### src/rtl/evaluador_golpes.sv
// evaluador_golpes: judges drum-pad strikes against the note windows of 4
// lanes and produces registered score increments for the score accumulator.
//
// Ports:
//   clk            system clock
//   reset          synchronous, active-high reset
//   standBy        1 = paused; lanes forced idle, hits/windows ignored
//   notaActiva[4]  per-lane level: note inside the hit zone
//   golpe[4]       per-lane one-cycle strike pulse
//   puntos[13]     score increment, qualified by puntosValido (holds otherwise)
//   puntosValido   one-cycle strobe, at least one valid hit last cycle
//   combo[7]       consecutive-hit count, saturates at 127
//   multiplicador  1..4, derived from combo
//   fallo          one-cycle pulse on any miss or false hit

// Per-lane window tracker. Event outputs are combinational for the current
// cycle; the top registers the aggregated result.
module evaluador_golpes_carril #(
  parameter int CNT_W      = 8,
  parameter int PERFECT_LO = 8,
  parameter int PERFECT_HI = 24
) (
  input  logic clk,
  input  logic reset,
  input  logic standBy,
  input  logic notaActiva,
  input  logic golpe,
  output logic hit,
  output logic perfecto,
  output logic falso,
  output logic miss
);
  typedef enum logic [1:0] {IDLE, ARMED, DONE} estado_t;

  localparam logic [CNT_W-1:0] LO  = CNT_W'(PERFECT_LO);
  localparam logic [CNT_W-1:0] HI  = CNT_W'(PERFECT_HI);
  localparam logic [CNT_W-1:0] MAX = '1;

  estado_t          estado;
  logic [CNT_W-1:0] cnt;
  logic [CNT_W-1:0] edad;

  always_comb begin
    // In IDLE the current cycle is the first active one, so age is 0.
    edad     = (estado == ARMED) ? cnt : '0;
    hit      = !standBy && golpe && notaActiva && (estado != DONE);
    falso    = !standBy && golpe && (!notaActiva || (estado == DONE));
    miss     = !standBy && (estado == ARMED) && !notaActiva;
    perfecto = (edad >= LO) && (edad <= HI);
  end

  always_ff @(posedge clk) begin
    if (reset || standBy) begin
      estado <= IDLE;
      cnt    <= '0;
    end else begin
      case (estado)
        IDLE: if (notaActiva) begin
          estado <= hit ? DONE : ARMED;
          cnt    <= CNT_W'(1);  // next cycle is age 1
        end
        ARMED: begin
          if (!notaActiva) begin
            estado <= IDLE;
            cnt    <= '0;
          end else if (hit) begin
            estado <= DONE;
          end else if (cnt != MAX) begin
            cnt <= cnt + CNT_W'(1);
          end
        end
        DONE: if (!notaActiva) begin
          estado <= IDLE;
          cnt    <= '0;
        end
        default: begin
          estado <= IDLE;
          cnt    <= '0;
        end
      endcase
    end
  end
endmodule

module evaluador_golpes #(
  parameter int CNT_W       = 8,
  parameter int PERFECT_LO  = 8,
  parameter int PERFECT_HI  = 24,
  parameter int PTS_PERFECT = 50,
  parameter int PTS_BUENO   = 20,
  parameter int COMBO_PASO  = 10
) (
  input  logic        clk,
  input  logic        reset,
  input  logic        standBy,
  input  logic [3:0]  notaActiva,
  input  logic [3:0]  golpe,
  output logic [12:0] puntos,
  output logic        puntosValido,
  output logic [6:0]  combo,
  output logic [2:0]  multiplicador,
  output logic        fallo
);
  localparam int NUM_LANES = 4;

  logic [NUM_LANES-1:0] hit, perfecto, falso, miss;

  for (genvar i = 0; i < NUM_LANES; i++) begin : g_carril
    evaluador_golpes_carril #(
      .CNT_W(CNT_W), .PERFECT_LO(PERFECT_LO), .PERFECT_HI(PERFECT_HI)
    ) u_carril (
      .clk(clk), .reset(reset), .standBy(standBy),
      .notaActiva(notaActiva[i]), .golpe(golpe[i]),
      .hit(hit[i]), .perfecto(perfecto[i]), .falso(falso[i]), .miss(miss[i])
    );
  end

  logic [7:0]  baseSum;
  logic [2:0]  nHits;
  logic        anyFail;
  logic [12:0] puntosCalc;
  logic [7:0]  comboSum;
  logic [6:0]  comboNext;
  logic [2:0]  multNext;
  int          paso;

  always_comb begin
    baseSum = '0;
    nHits   = '0;
    for (int i = 0; i < NUM_LANES; i++) begin
      if (hit[i]) begin
        baseSum = baseSum + (perfecto[i] ? 8'(PTS_PERFECT) : 8'(PTS_BUENO));
        nHits   = nHits + 3'd1;
      end
    end
    anyFail = |(falso | miss);
    // Scoring uses the multiplier of the combo held before this cycle.
    puntosCalc = 13'(baseSum) * 13'(multiplicador);
    comboSum   = {1'b0, combo} + 8'(nHits);
    if (anyFail)             comboNext = '0;
    else if (comboSum > 127) comboNext = 7'd127;
    else                     comboNext = comboSum[6:0];
    paso     = int'(comboNext) / COMBO_PASO;
    multNext = (paso >= 3) ? 3'd4 : 3'(paso + 1);
  end

  always_ff @(posedge clk) begin
    if (reset) begin
      puntos        <= '0;
      puntosValido  <= 1'b0;
      combo         <= '0;
      multiplicador <= 3'd1;
      fallo         <= 1'b0;
    end else if (standBy) begin
      puntosValido <= 1'b0;
      fallo        <= 1'b0;
    end else begin
      puntosValido  <= |hit;
      if (|hit) puntos <= puntosCalc;
      fallo         <= anyFail;
      combo         <= comboNext;
      multiplicador <= multNext;
    end
  end
endmodule

### config.mk
export PLATFORM = sky130hd
export DESIGN_NAME = evaluador_golpes
export DESIGN_NICKNAME = d
export VERILOG_FILES = /design/src/rtl/evaluador_golpes.sv
export SDC_FILE = /design/constraint.sdc
export NUM_CORES = 1
export LEC_CHECK = 0
export BUFFER_PORTS_ARGS = -buffer_cell sky130_fd_sc_hd__buf_2
export CORE_ASPECT_RATIO = 0.5
export CORE_UTILIZATION = 34
export DETAILED_ROUTE_END_ITERATION = 10
export SLEW_MARGIN = 0
export SYNTH_ARGS = -nofsm -noshare
export SYNTH_HDL_FRONTEND = slang
export SYNTH_SLANG_ARGS = --single-unit
### constraint.sdc
create_clock -name clk -period 10.05 [get_ports clk]
set_clock_uncertainty 0.05 [all_clocks]
set_input_delay 2.5125 -clock clk [delete_from_list [all_inputs] [get_ports clk]]
set_output_delay 2.5125 -clock clk [all_outputs]
set_load 0.02 [all_outputs]
# ---- Yosys cells after proc, flatten, opt, wreduce, memory -nomap -nowiden
# Cells that the tools add are included.
dict set report totals {
  reg_bits 63
  out_inout_bits 25
  elab_cells 196
}
dict set report classes {
  n_addsub 12
  mul 1
  n_div 1
  order_cmp 10
  n_eq_ne 36
  muxes 67
  bitwise_logic 2
  reduce_logical 54
}
# operator n
set op_table {}
lappend op_table {{$mux W8} 27}
lappend op_table {{$pmux W8 S3} 4}
lappend op_table {{$mux W2} 20}
lappend op_table {{$add A8 B1 Y8 const B} 4}
lappend op_table {{$div A8 B5 Y32 const B} 1}
lappend op_table {{$ge A32 B3 Y1 const B} 1}
lappend op_table {{$ge A8 B4 Y1 const B} 4}
lappend op_table {{$le A8 B5 Y1 const B} 4}
lappend op_table {{$ne A8 B8 Y1 const B} 4}
lappend op_table {{$mux W6} 5}
lappend op_table {{$logic_and A1 B1 Y1} 28}
lappend op_table {{$add A8 B6 Y8} 3}
lappend op_table {{$ne A2 B2 Y1 const B} 12}
lappend op_table {{$ne A3 B3 Y1 const B} 8}
lappend op_table {{$pmux W2 S3} 4}
lappend op_table {{$reduce_and A4 Y1} 4}
lappend op_table {{$mux W7} 2}
lappend op_table {{$mux W3} 4}
lappend op_table {{$ne A3 B2 Y1 const B} 4}
lappend op_table {{$reduce_and A3 Y1} 4}
lappend op_table {{$mul A8 B3 Y11} 1}
lappend op_table {{$add A3 B1 Y3 const B} 3}
lappend op_table {{$add A7 B3 Y8} 1}
lappend op_table {{$eq A2 B1 Y1 const B} 4}
lappend op_table {{12 further kinds} 27}

# ---- Longest topological paths before layout
# Gate-level depths: netlist of the first run.
dict set report depth {
  depth_word 18
  mapped_depth 33
}

# ---- By module
# From an unflattened synthesis of the first run, not the netlist that was laid out.
dict set report unflattened {
  hier_cells 654
  area_unflattened_um2 5237.5
}
# module instances cells_per_inst area_per_inst_um2
set modules_own_cells {}
lappend modules_own_cells {evaluador_golpes 1 334 2655.0}
lappend modules_own_cells {evaluador_golpes_carril 4 80 645.6}

# ---- Least setup slack after synthesis of the first run
# No wires, ideal clock.
dict set report synth_timing {
  kind {in2reg}
  from {input notaActiva[1]}
  to {register multiplicador[0]}
  setup_time_ns 0.087
  arrival_time_ns 8.770
  t_required_ns 9.913
  slack_ns 1.143
  cell_stages 30
  n_path_buf 1
  path_cell_list {buf_2 > nand2_1 > nor3b_1 > inv_2 > ha_1 > inv_1 > xnor2_1 > ha_1 > mux2_2 > inv_1 > fa_1 > nor2b_4 > o2111ai_1 > mux2i_2 > nand2b_1 > inv_1 > ha_1 > nor2b_1 > a31oi_1 > o211a_1 > a221o_1 > o21ai_2 > a21boi_1 > o311a_1 > mux2_4 > or3_1 > ha_1 > nor3_1 > nand2_1 > o31ai_1}
}
dict set report synth_between {
  elab_chain_len 14
}
# item line
set synth_rtl {}
lappend synth_rtl {{start, declared} 96} ;# input logic [3:0] notaActiva,
lappend synth_rtl {{$logic_and A1 B1 Y1 (2 in series)} 46} ;# hit = !standBy && golpe && notaActiva && (estado != DONE);
lappend synth_rtl {{$mux W3} 131} ;# if (hit[i]) begin
lappend synth_rtl {{$add A3 B1 Y3} 133} ;# nHits = nHits + 3'd1;
lappend synth_rtl {{$mux W3} 131}
lappend synth_rtl {{$add A3 B1 Y3} 133}
lappend synth_rtl {{$mux W3} 131}
lappend synth_rtl {{$add A7 B3 Y8} 139} ;# comboSum = {1'b0, combo} + 8'(nHits);
lappend synth_rtl {{$gt A8 B7 Y1} 141} ;# else if (comboSum > 127) comboNext = 7'd127;
lappend synth_rtl {{$mux W7} 141}
lappend synth_rtl {{$mux W7 *} 140} ;# if (anyFail) comboNext = '0;
lappend synth_rtl {{via comboNext[6]} 123} ;# logic [6:0] comboNext;
lappend synth_rtl {{$div A8 B5 Y32 *} 143} ;# paso = int'(comboNext) / COMBO_PASO;
lappend synth_rtl {{$ge A32 B3 Y1 or $add A3 B2 Y3 (tied branches)} 144} ;# multNext = (paso >= 3) ? 3'd4 : 3'(paso + 1);
lappend synth_rtl {{$mux W3 *} 144}
lappend synth_rtl {{end signal, assigned} 162} ;# multiplicador <= multNext;
lappend synth_rtl {{end, declared} 101} ;# output logic [2:0] multiplicador,
# Mark *: on every way through the listed nets, which the timed path passes. The rest lies on a longest branch.
# A chain may end at the register's enable or synchronous reset.

# ---- Worst setup path after layout of the first run
dict set report layout_timing {
  from {input standBy}
  to {register multiplicador[0]}
}
dict set report layout_between {
  elab_chain_len 18
}
# item line
set layout_rtl {}
lappend layout_rtl {{start, declared} 95} ;# input logic standBy,
lappend layout_rtl {{$logic_not A1 Y1} {46, 47, 48}}
lappend layout_rtl {{$logic_and A1 B1 Y1} {46, 47}}
lappend layout_rtl {{$logic_and A1 B1 Y1 (2 in series)} 46}
lappend layout_rtl {{$mux W1} 131}
lappend layout_rtl {{$add A3 B1 Y3} 133}
lappend layout_rtl {{$mux W3} 131}
lappend layout_rtl {{$add A3 B1 Y3} 133}
lappend layout_rtl {{$mux W3} 131}
lappend layout_rtl {{$add A3 B1 Y3} 133}
lappend layout_rtl {{$mux W3} 131}
lappend layout_rtl {{$add A7 B3 Y8} 139}
lappend layout_rtl {{$gt A8 B7 Y1} 141}
lappend layout_rtl {{$mux W7} 141}
lappend layout_rtl {{$mux W7} 140}
lappend layout_rtl {{$div A8 B5 Y32} 143}
lappend layout_rtl {{$ge A32 B3 Y1 or $add A3 B2 Y3 (tied branches)} 144}
lappend layout_rtl {{$mux W3} 144}
# Several ways; a longest one is shown, not always the timed one.

==> results.ini, run 1 <==
[drt]
drc = 0
drt-total-wl_um = 11240
dr_total_vias = 4442
drtPass1Iterations = 5
ant_nets = 0
route.detailed.wl_per_inst_um = 13.01
dr.first_iter.drc_count = 224
avgViaCountPerCell = 5.141

[clock_network]
postCtsSetupRepairBufs = 0
clk_path_buf_depth = 2
numClockSinks = 62
post_cts_resize_count = 0
clock-root-buffer = clkbuf_16
hold_buffers = 0
htreeDepth = 3
cts_tree = built
clock_latency_ns = 0.33
path_clk_slew_ns = 0.06
cts_buffers = 9

[die]
die-height_um = 86.82
rows = 30
dieArea_mm2 = 0.01490
ioPinCount = 36
core_mm2 = 0.01378
fp.dieW_um = 171.6
initial_core_util_pct = 35.51

[global_routing]
antenna_found_initial = 0
grt_overflow_total = 0
track_usage_pct = 15.93
grt_pass1_vias = 3980
grt_pass1_wl_um = 18870
grt_max_degree = 24

[timing]
fin_crit_ns = 9.275
holdWs_ns = 0.3961
grt_setup_unrepaired = no
max_freq_mhz = 107.8
finalCritPeriodShare_pct = 92.29
slew_headroom_pct = 36.89
worst_pin_slew_ns = 0.9422
hold_viol_final = 0
tns_ns = 0
setup_violations = 0
maxSlewViolCount = 0
final.setup.worst_slack_ns = 0.7751

[synth]
synth_top_area_share_pct = 25.37
synth_top_cell_by_area = dfxtp_1
synth-async-reset-ratio_pct = 0
synthTopCellsByArea = dfxtp_1, ha_1, nand2_1
synth_warnings = 0
synth_edf_count = 0
synth-main-ff-cell = dfxtp_1
synth_cells = 645
synth.distinct_cells = 68
syn_area_per_cell_um2 = 7.585
synth.most_common_cell = nand2_1
ys_seq_area_share_pct = 25.37
netlist_top_cells_count = nand2_1, nor2_1, dfxtp_1
syn_area_mm2 = 0.004892
ys_ff_latch = 62

[critical_path]
critPathMaxFanout = 23
crit_path_start_kind = input pin
slowest_stage = nor3b_1
endpoint_kind = flip-flop
arrival_ns = 9.47
crit_type = input pin to flip-flop
crit_required_ns = 10.24
rrSetupSlack_ns = 2.62
cpMostUsedCell = ha_1
cpPeakStageDelay_ns = 0.47

[final_layout]
fin_nets = 720
final_area_mm2 = 0.005480
syn_to_final_growth_pct = 12.02
diodes = 0
drive_above_1_share_pct = 10.42

[power_and_ir_drop]
internal-power_w = 0.0004497
seqPwrFrac_pct = 41.1
sw_frac_of_total_pct = 27.53
comb_power_share_pct = 11.3
clkPwrFrac_pct = 47.6
ir_drop_v = 0.00008066
p_per_area_mw_per_mm2 = 113.2
p_leak_nw = 2.242
p_switching_w = 0.0001708

[place]
placed_cell_area_mm2 = 0.005196
dpl.hpwl_um = 8462
gp_congestion = 0.8574
preCtsSetupSlack_ns = 0.5229
port-buffer-count = 32

[hold_path]
hp-class = flip-flop to flip-flop

[run]
drv_cap = 0

[status]
outcome = finished clean

## state kept, by name, indices dropped and copies added (netlist names)
name	flops
g_carril.u_carril.cnt	32
fallo	1
puntosValido	1
puntos	10
multiplicador	3
g_carril.u_carril.estado	8
combo	7
## layer usage
metal,up-vias,global-route usage (%),share of wire [%]
li1,2296,-,-
met1,2057,21.36,52
met2,77,26.13,43
met3,12,2.877,3.3
met4,0,4.708,1.0
met5,-,0,0
## cell type report
cell class | instances | area, um2
clock buffer | 10 | 239.0
clock inverter | 6 | 45.04
fill | 1429 | 8295
inverter | 38 | 142.6
multi-input combinational | 521 | 3390
sequential | 62 | 1241
tap | 192 | 240.2
timing repair buffer | 35 | 182.7
## power groups by stage
stage	Sequential (W)	Clock (W)	Combinational (W)
final	0.000255	0.000295	0.0000702
after CTS	0.000255	0.000303	0.0000707
after floorplan	0.000261	0	0.0000519
after global placement	0.000261	0	0.0000696
after detailed placement	0.000261	0	0.0000704
after global routing	0.000256	0.000313	0.0000804
## worst paths after layout
check | startpoint | endpoint | cells after the start
worst max-delay path | standBy | multiplicador[0] | 30
worst min-delay path | puntos[8] | puntos[8] | 2
worst max register to register | g_carril[0].u_carril.estado[0] | multiplicador[0] | 31
worst min register to register | puntos[8] | puntos[8] | 2
## cell usage in the layout, fill, tap and decap left out, types with 4 or more instances in the layout
cell type and count:
nand3b_1 4, clkbuf_16 9, a21o_1 5, xor2_1 23, nand2b_1 23, dfxtp_1 62, mux2i_1 6, and2_1 7
nor3_1 14, mux2_2 7, xnor2_1 15, and3_1 4, a211oi_1 5, nor2_1 68, buf_2 32, nand2_1 88
nor4_1 4, nor2b_1 9, a21oi_1 57, nand4_1 16, a31oi_1 7, fa_1 12, o21ai_0 24, ha_1 30
o311ai_0 4, or3_1 14, nand3_1 20, inv_1 37
## cell families after synthesis
logic type      after synthesis  share of synthesized area [%]
simple gates                283                          27.98
compound gates              140                          18.26
buf+inv                      64                          5.498
flops                        62                          25.37
fa+ha+maj                    42                          12.58
xor+xnor                     38                          6.803
mux                          15                          3.427
other cells                   1                        0.07665
## per-stage QoR
step | power, W | util [%] | std cells
finish | 0.0006205 | 39.78 | 864
global route | 0.0006493 | 39.78 | 864
CTS | 0.0006284 | 39.78 | 864
detailed placement | 0.0003309 | 37.72 | 848
global placement | 0.0003301 | 37.72 | 848
floorplan | 0.0003131 | - | 647
## worst max-delay path: cells and delay by family
| kind | cells | cell delay (ns) |
|---|---|---|
| adders and majority gates | 5 | 1.39 |
| buffers and inverters | 4 | 0.56 |
| xor gates and xnor gates | 2 | 0.37 |
| muxes | 2 | 0.67 |
| AOI/OAI and AO/OA | 8 | 1.71 |
| and+or+nand+nor | 9 | 2.24 |
No activity file was read; power rests on OpenSTA's default activity.
==> run 2, diff against run 1 <==
--- a/config.mk
+++ b/config.mk
@@ -7,7 +7,7 @@
 export LEC_CHECK = 0
 export BUFFER_PORTS_ARGS = -buffer_cell sky130_fd_sc_hd__buf_2
 export CORE_ASPECT_RATIO = 0.5
-export CORE_UTILIZATION = 34
+export CORE_UTILIZATION = 30
 export DETAILED_ROUTE_END_ITERATION = 10
 export SLEW_MARGIN = 0
 export SYNTH_ARGS = -nofsm -noshare
==> results.ini, run 2 (synthesis gave the netlist of run 1 again) <==
[clock_network]
hold_buffers = 0  ; unchanged
clock-root-buffer = clkbuf_16
numClockSinks = 62  ; unchanged
clock_latency_ns = 0.33  ; about the same
path_clk_slew_ns = 0.05  ; about the same
postCtsSetupRepairBufs = 0  ; unchanged
htreeDepth = 3  ; unchanged
post_cts_resize_count = 0  ; unchanged
cts_buffers = 9  ; unchanged
cts_tree = built
clk_path_buf_depth = 2  ; unchanged

[timing]
setup_violations = 0  ; unchanged
finalCritPeriodShare_pct = 91.99  ; -0.29 points
slew_headroom_pct = 31.94  ; -5.0 points
max_freq_mhz = 108.2  ; +0.32%
tns_ns = 0  ; unchanged
hold_viol_final = 0  ; unchanged
grt_setup_unrepaired = no
worst_pin_slew_ns = 1.016  ; +0.07399 ns
maxSlewViolCount = 0  ; unchanged
fin_crit_ns = 9.245  ; -0.02945 ns
final.setup.worst_slack_ns = 0.8046  ; +0.02945 ns

[die]
initial_core_util_pct = 31.25  ; -4.3 points
die-height_um = 92.30  ; +6.3%
dieArea_mm2 = 0.01685  ; +13%
core_mm2 = 0.01566  ; +14%
ioPinCount = 36  ; unchanged
rows = 32  ; +6.7%
fp.dieW_um = 182.6  ; +6.4%

[global_routing]
antenna_found_initial = 0  ; unchanged
grt_max_degree = 24  ; unchanged
grt_pass1_wl_um = 19390  ; +2.7%
grt_overflow_total = 0  ; unchanged
grt_pass1_vias = 4090  ; +2.8%
track_usage_pct = 14.18  ; -1.7 points

[critical_path]
reg2reg_depth = 31  ; unchanged
startpoint = standBy
crit_path_start_kind = input pin
rrSetupSlack_ns = 2.66  ; +0.04 ns
crit_required_ns = 10.24  ; about the same
endpoint_kind = flip-flop
setup.worst_path.end = multiplicador[0]
crit_type = input pin to flip-flop
critPathMaxFanout = 23  ; unchanged
r2r_end = multiplicador[0]
cpPeakStageDelay_ns = 0.47  ; about the same
slowest_stage = nor3b_1
cpMostUsedCell = ha_1
arrival_ns = 9.44  ; -0.03 ns
timing.rr.start = g_carril[0].u_carril.estado[0]

[drt]
met1_length_um = 5933  ; +0.76%
dr_total_vias = 4335  ; -2.4%
drc = 0  ; unchanged
wl_met2_um = 4823  ; -0.86%
top_layer = met4
drt-total-wl_um = 11200  ; -0.38%
ant_nets = 0  ; unchanged
avgViaCountPerCell = 4.854  ; -5.6%
route.detailed.wl_per_inst_um = 12.54  ; -3.6%
wl_met3_um = 305  ; -18%
dr.first_iter.drc_count = 231  ; +3.1%
drtPass1Iterations = 4  ; -1

[final_layout]
reg_top3 = g_carril.u_carril.cnt: 32 flops, puntos: 10 flops, g_carril.u_carril.estado: 8 flops
final_common_cell = nand2_1
drive_above_1_share_pct = 10.42  ; unchanged
final_area_mm2 = 0.005555  ; +1.4%
diodes = 0  ; unchanged
syn_to_final_growth_pct = 13.56
final_cell_mix = nand2_1, nor2_1, dfxtp_1
fillerInstances = 1660  ; +16%
largest-register = g_carril.u_carril.cnt
fin_nets = 720  ; unchanged
largest_register_ffs = 32  ; unchanged

[place]
port-buffer-count = 32  ; unchanged
dpl.hpwl_um = 8440  ; -0.26%
placed_cell_area_mm2 = 0.005233  ; +0.70%
preCtsSetupSlack_ns = 0.5369  ; +0.01397 ns
gp_congestion = 0.8652  ; +0.91%

[power_and_ir_drop]
p_leak_nw = 2.251  ; +0.39%
sw_frac_of_total_pct = 25.74  ; -1.8 points
internal-power_w = 0.0004923  ; +9.5%
seqPwrFrac_pct = 38.5  ; -2.6 points
p_switching_w = 0.0001707  ; about the same
p_per_area_mw_per_mm2 = 119.4  ; +5.4%
ir_drop_v = 0.00007457  ; -7.6%
clkPwrFrac_pct = 50.9  ; +3.3 points
comb_power_share_pct = 10.6  ; -0.7 points

[run]
drv_cap = 0  ; unchanged

[hold_path]
hp-class = flip-flop to flip-flop

[status]
outcome = finished clean

-- run 2: area by class of cell --
cell class	instances	area, um2	share of cell area, %
Tap cell	221	276.5	4.977
Inverter	38	142.6	2.568
Multi-Input combinational cell	521	3390	61.01
Sequential cell	62	1241	22.34
Clock inverter	7	97.59	1.757
Clock buffer	9	225.2	4.054
Timing Repair Buffer	35	182.7	3.288
-- run 2: worst max-delay path: cells and delay by family --
family                   cells  cell delay (ns)
AO/OA/AOI/OAI                8             1.69
XOR/XNOR                     2             0.38
adder cells (fa/ha/maj)      5             1.40
multiplexers                 2             0.68
buffers and inverters        4             0.57
AND/OR/NAND/NOR              9             2.20
-- run 2: per-layer routing --
metal,vias to the layer above,track usage [%]
met1,1980,18.82
li1,2294,-
met5,-,0
met3,15,3.146
met4,0,4.482
met2,46,22.87
-- run 2: power groups by stage --
stage | logic, W | clock network [W] | registers [W]
finish | 0.0000705 | 0.000337 | 0.000255
global route | 0.0000807 | 0.000356 | 0.000256
CTS | 0.0000708 | 0.000345 | 0.000255
detailed placement | 0.0000705 | 0 | 0.000261
global placement | 0.0000699 | 0 | 0.000260
floorplan | 0.0000519 | 0 | 0.000261
-- run 2: stage by stage --
stage	hold WS, ns	util [%]	cells	total power [W]
6_report	0.3968	35.49	893	0.0006630
5_1_grt	0.4159	35.49	893	0.0006930
4_1_cts	0.3994	35.49	893	0.0006714
3_5_place_dp	0.3922	33.42	877	0.0003310
3_3_place_gp	0.3865	33.42	877	0.0003303
2_1_floorplan	0.4140	-	647	0.0003131
-- run 2: worst min-delay path by stage --
stage          depth (start not counted)                           to  slack, ns                        start
2_1_floorplan                          2  g_carril[0].u_carril.cnt[1]       0.41  g_carril[0].u_carril.cnt[1]
3_3_place_gp                           2                    puntos[8]       0.39                    puntos[8]
3_5_place_dp                           2                    puntos[9]       0.39                    puntos[9]
4_1_cts                                2                    puntos[8]       0.40                    puntos[8]
5_1_grt                                2                    puntos[9]       0.42                    puntos[9]
6_report                               2                    puntos[9]       0.40                    puntos[9]
